[config.mk]
export PLATFORM = sky130hd
export DESIGN_NAME = id_ex_stage_reg
export DESIGN_NICKNAME = d
export VERILOG_FILES = /design/src/rtl/id_ex_stage_reg.sv
export SDC_FILE = /design/constraint.sdc
export NUM_CORES = 1
export LEC_CHECK = 0
export CORE_ASPECT_RATIO = 0.9
export CORE_UTILIZATION = 44
export CTS_BUF_LIST = sky130_fd_sc_hd__clkbuf_8
export DETAILED_ROUTE_END_ITERATION = 8
export PLACE_DENSITY_LB_ADDON = 0.1
export SYNTH_ARGS = -nofsm -noshare
export SYNTH_HDL_FRONTEND = slang
export SYNTH_SLANG_ARGS = --single-unit
[constraint.sdc]
create_clock -name clk -period 1.9 [get_ports clk]
set_input_delay 0.285 -clock clk [delete_from_list [all_inputs] [get_ports clk]]
set_output_delay 0.285 -clock clk [all_outputs]
set_load 0.01 [all_outputs]
[src/rtl/id_ex_stage_reg.sv]
// ID->EX pipeline register with valid/ready handshake, back-pressure and flush.
// Define ID_EX_SKID_EN for the two-entry skid version with a registered id_ready.
module id_ex_stage_reg #(
  parameter int XLEN    = 32,
  parameter int ALUFN_W = 6
) (
  input  logic               clk,
  input  logic               rst,
  input  logic               flush,
  input  logic               id_valid,
  output logic               id_ready,
  input  logic [XLEN-1:0]    ID_PC,
  input  logic [ALUFN_W-1:0] ID_ALUFN,
  input  logic [XLEN-1:0]    ID_A,
  input  logic [XLEN-1:0]    ID_B,
  input  logic [XLEN-1:0]    ID_D,
  output logic               ex_valid,
  input  logic               ex_ready,
  output logic [XLEN-1:0]    EX_PC,
  output logic [ALUFN_W-1:0] EX_ALUFN,
  output logic [XLEN-1:0]    EX_A,
  output logic [XLEN-1:0]    EX_B,
  output logic [XLEN-1:0]    EX_D
);

  typedef struct packed {
    logic [XLEN-1:0]    pc;
    logic [ALUFN_W-1:0] fn;
    logic [XLEN-1:0]    a;
    logic [XLEN-1:0]    b;
    logic [XLEN-1:0]    d;
  } bundle_t;

  bundle_t id_b, m_q, m_d;
  logic    m_valid_q, m_valid_d;
  logic    accept, drain;

  assign id_b   = {ID_PC, ID_ALUFN, ID_A, ID_B, ID_D};
  assign accept = id_valid & id_ready;
  assign drain  = m_valid_q & ex_ready;

`ifdef ID_EX_SKID_EN
  bundle_t s_q, s_d;
  logic    s_valid_q, s_valid_d;
  logic    rdy_q, rdy_d;

  always_comb begin
    m_d       = m_q;
    m_valid_d = m_valid_q;
    s_d       = s_q;
    s_valid_d = s_valid_q;
    if (drain) begin
      if (s_valid_q) begin
        m_d       = s_q;
        s_valid_d = 1'b0;
      end else begin
        m_valid_d = 1'b0;
      end
    end
    // id_ready is low whenever S holds data, so accept never collides with S->M
    if (accept) begin
      if (!m_valid_q || drain) begin
        m_d       = id_b;
        m_valid_d = 1'b1;
      end else begin
        s_d       = id_b;
        s_valid_d = 1'b1;
      end
    end
    // EX_* must not move on a flush, so M keeps its old data
    if (flush) begin
      m_d       = m_q;
      m_valid_d = 1'b0;
      s_valid_d = 1'b0;
    end
    rdy_d = !s_valid_d;
  end

  always_ff @(posedge clk) begin
    if (rst) begin
      m_q       <= '0;
      m_valid_q <= 1'b0;
      s_q       <= '0;
      s_valid_q <= 1'b0;
      rdy_q     <= 1'b0;
    end else begin
      m_q       <= m_d;
      m_valid_q <= m_valid_d;
      s_q       <= s_d;
      s_valid_q <= s_valid_d;
      rdy_q     <= rdy_d;
    end
  end

  assign id_ready = rdy_q;
`else
  logic alive_q, alive_d;

  always_comb begin
    m_d       = m_q;
    m_valid_d = m_valid_q;
    alive_d   = 1'b1;
    if (drain)  m_valid_d = 1'b0;
    if (accept) begin
      m_d       = id_b;
      m_valid_d = 1'b1;
    end
    if (flush) begin
      m_d       = m_q;
      m_valid_d = 1'b0;
    end
  end

  always_ff @(posedge clk) begin
    if (rst) begin
      m_q       <= '0;
      m_valid_q <= 1'b0;
      alive_q   <= 1'b0;
    end else begin
      m_q       <= m_d;
      m_valid_q <= m_valid_d;
      alive_q   <= alive_d;
    end
  end

  // alive_q holds ready low through reset and releases it one edge after
  assign id_ready = alive_q & (!m_valid_q | ex_ready);
`endif

  assign ex_valid = m_valid_q;
  assign {EX_PC, EX_ALUFN, EX_A, EX_B, EX_D} = m_q;

endmodule

* After elaboration in Yosys (flattened, before gate mapping)
Index checks and enable logic that the tools add are counted.
** Word-level totals
- Output and inout bits :: 136
- Word-level logic and storage cells :: 19
- Flip-flop bits (word level) :: 136
** Operators by class
- Bitwise operators :: 5
- Reductions and logical operators :: 4
- Muxes and demuxes :: 3
** Operator list (number)
- $and 1x1->1 :: 3
- $mux 1 :: 3
- $reduce_and 2->1 :: 1
- $reduce_bool 2->1 :: 1
- $reduce_or 2->1 :: 1
- $logic_not 1->1 :: 1
- $not 1->1 :: 1
- $or 1x1->1 :: 1

* Logic depth before layout (Yosys ltp)
- Depth in word-level cells :: 5
- Depth in mapped cells :: 6
- Depth with buffers taken out :: 3

* Least setup slack after synthesis
Ideal clock, no wire load.
- Path type :: reg-to-reg
- From :: register m_valid_q, in the netlist ex_valid
- To :: register m_q (netlist bit EX_ALUFN[0])
- Required time :: 1.828 ns
- Setup time :: 0.072 ns
- Clock period less this slack :: 1.275 ns
- Data arrival time :: 1.203 ns
- Cell stages (with the launch flop) :: 7
- Path slack :: 0.625 ns
- Path through :: dfxtp_1 -> nand2b_4 -> nor3b_2 -> buf_6 -> buf_6 -> buf_6 -> mux2i_1
** Between the ends
- Word-level cells in the longest chain between the ends :: 5
** Ends and longest elaborated chain
- start: declaration :: line 35 : logic m_valid_q, m_valid_d;
- start signal: assignment :: line 121 : m_valid_q <= m_valid_d;
- $logic_not 1->1 :: line 127 : assign id_ready = alive_q & (!m_valid_q | ex_ready);
- $or 1x1->1 :: line 127
- $and 1x1->1 :: line 127
- $and 1x1->1 :: line 39 : assign accept = id_valid & id_ready;
- $reduce_and 2->1 (no source line)
- end signal: assignment :: line 120 : m_q <= m_d;
- end: declaration :: line 34 : bundle_t id_b, m_q, m_d;
No other way between the ends.
A chain may end at the register's enable or synchronous reset.

* Final worst setup path
- From :: input port ex_ready
- To :: output port id_ready
** Between the ends
- Word-level cells in the longest chain between the ends :: 2
** Ends and longest elaborated chain
- start: declaration :: line 18 : input logic ex_ready,
- $or 1x1->1 :: line 127
- $and 1x1->1 :: line 127
- end: declaration :: line 11 : output logic id_ready,
No other way between the ends.

==> flow_summary.ini <==
[outcome]
run_status = complete, no violations

[drt]
ant_nets = 0
wl_per_cell_um = 14.4
first_pass_iters = 4
drc = 0
vias = 4761
finalWirelength_um = 14800
viasPerCell = 4.66
drtIter0Drc = 195

[sta]
whs_ns = 0.396
worstMarginPinSlew_ns = 0.305
rsz0062_at_grt = false
final.setup_skew_ns = 0.00682
fin_crit_ns = 1.80
setup_total_negative_slack_ns = 0
max_freq_ghz = 0.555
drv_slew = 0
hold_viol = 0
relSlewSlack_pct = 79.7
fin_crit_sh_pct = 94.8
setup_violations = 0

[grt]
grt_overflow = 0
grt_pass1_wl_um = 23300
grt_pass1_vias = 4833
grt_usage_pct = 23.7
grt_max_degree = 53
antenna_found_initial = 0

[worst_setup_path]
path_cells = clkdlybuf4s50_1 -> nand2b_4 -> and2_1 -> clkdlybuf4s50_1
r2r.worst_path.cells = 5
required_ns = 1.62
regToRegEndpoint = EX_PC[8]
crit_top_cell = clkdlybuf4s50_1
cp_slowest_stage_delay_ns = 0.53
r2r_setup_slack_ns = 0.51
critPathSlowestCell = clkdlybuf4s50_1
worstSetupStartpoint = ex_ready
critPathArrivalTime_ns = 1.52
r2r_start = alive_q
crit_path_start_kind = input port
cp_max_fo = 3
critPathCapture = id_ready
worstSetupPathType = input port to primary output
cp-end-kind = primary output

[worst_hold_path]
hp-class = input port to register
whs_path_depth = 3

[die]
rows = 37
core_um2 = 11700
die_w_um = 118
dieHeight_um = 107
start_util_pct = 46.1
ioPinCount = 275
die_area_um2 = 12700

[placement]
gp_congestion = 0.784
port_buffers = 274
dp_hpwl_um = 11100
dpl.cell_count = 991

[logic_synthesis]
yosysSeqAreaShare_pct = 50.7
syn_area_per_cell_um2 = 9.14
synth_area_um2 = 5370
syn_inst = 588
synth_fp_nets = 727
synth-seq-cells = 136
yosysWarnings = 0
yosys.cell_types.count = 13

[clocking]
h-tree-depth = 4
cts_resized = 0
cts_buffers = 17
clk_pin_slew_ns = 0.08
cts_hold_buf = 0
clock_path_buffers = 2
clockRootBuffer = clkbuf_8
tritoncts = done
clkLatencyLatePin_ns = 0.44
numClockSinks = 136
post_cts_buffers = 0

[cells_and_area]
layout_common_cells = 274 x clkdlybuf4s50_1, 269 x nand2_1, 136 x dfxtp_1
final_common_cell = clkdlybuf4s50_1
seq_area_um2 = 2720
fillers = 859
area_growth_pct = 60.8
fin_cells = 1022
multi_input_area_um2 = 2400
n_antenna_cell = 0
drive_gt1_share_pct = 5.08
fin_nets = 993

[job]
max_cap_violations = 0

[power_and_ir_drop]
p_leak_nw = 3.24
ir_drop_uv = 451
power.density_nw_per_um2 = 687
## flip-flops by register name (all words and copies together), names as in the netlist
name and count:
EX_PC 32, EX_D 32, ex_valid 1, EX_B 32, alive_q 1, EX_ALUFN 6, EX_A 32
## cells in the mapped netlist
cell type,number,share of area (%)
a211oi_1,1,0.14
and2_1,1,0.12
buf_1,1,0.070
buf_2,3,0.28
buf_4,7,0.98
buf_6,8,1.7
clkbuf_1,25,1.7
dfxtp_1,136,51
inv_2,1,0.070
mux2i_1,134,25
nand2_1,269,19
nand2b_4,1,0.26
nor3b_2,1,0.23
## worst max-delay path, delay by kind of cell
| family | cells | cell delay, ns |
|---|---|---|
| buf+inv | 2 | 0.98 |
| simple gates | 2 | 0.24 |
## final cells by class
class / instances / area share (%)
inverter: 1 / 0.101
timing repair buffer: 291 / 34.5
tap: 156 / 2.26
sequential: 136 / 31.5
clock buffer: 21 / 3.35
multi-input combinational: 407 / 27.8
clock inverter: 10 / 0.478
## how the worst min path moves through the flow
stage | from | slack (ns) | to
global route | ID_D[20] | 0.38 | EX_D[20]
floorplan | rst | 0.36 | ex_valid
CTS | ID_PC[21] | 0.37 | EX_PC[21]
detailed placement | EX_B[16] | 0.45 | EX_B[16]
global placement | EX_A[1] | 0.44 | EX_A[1]
finish | ID_PC[18] | 0.40 | EX_PC[18]
## cell families after synthesis
logic type             Yosys count  share of synthesized area, %
AO/OA/AOI/OAI                    1                         0.140
buffers and inverters           45                          4.82
multiplexers                   134                          25.0
AND/OR/NAND/NOR                272                          19.4
flip-flops                     136                          50.7
## metrics by stage
stage	utilization (%)	cell area, µm²	total power [mW]	setup WS [ns]
after floorplan	-	5370	3.42	0.625
after global placement	71.2	8310	3.97	0.0915
after detailed placement	71.2	8310	3.99	0.0774
after CTS	74.0	8640	5.99	0.0729
after global routing	74.0	8640	6.22	0.0389
final	74.0	8640	5.93	0.0992
## per-layer routing
metal	GRT usage, %	vias up	wire length [µm]
li1	-	2416	-
met4	11.2	0	416
met5	0	-	0
met3	9.68	30	1360
met1	24.6	2132	5610
met2	42.0	183	7370
## power breakdown
group	internal [mW]	total [mW]	switching, mW
Clock	0.993	2.01	1.02
Sequential	2.95	3.00	0.0524
Combinational	0.565	0.919	0.355
(Power assumes the default switching activity.)
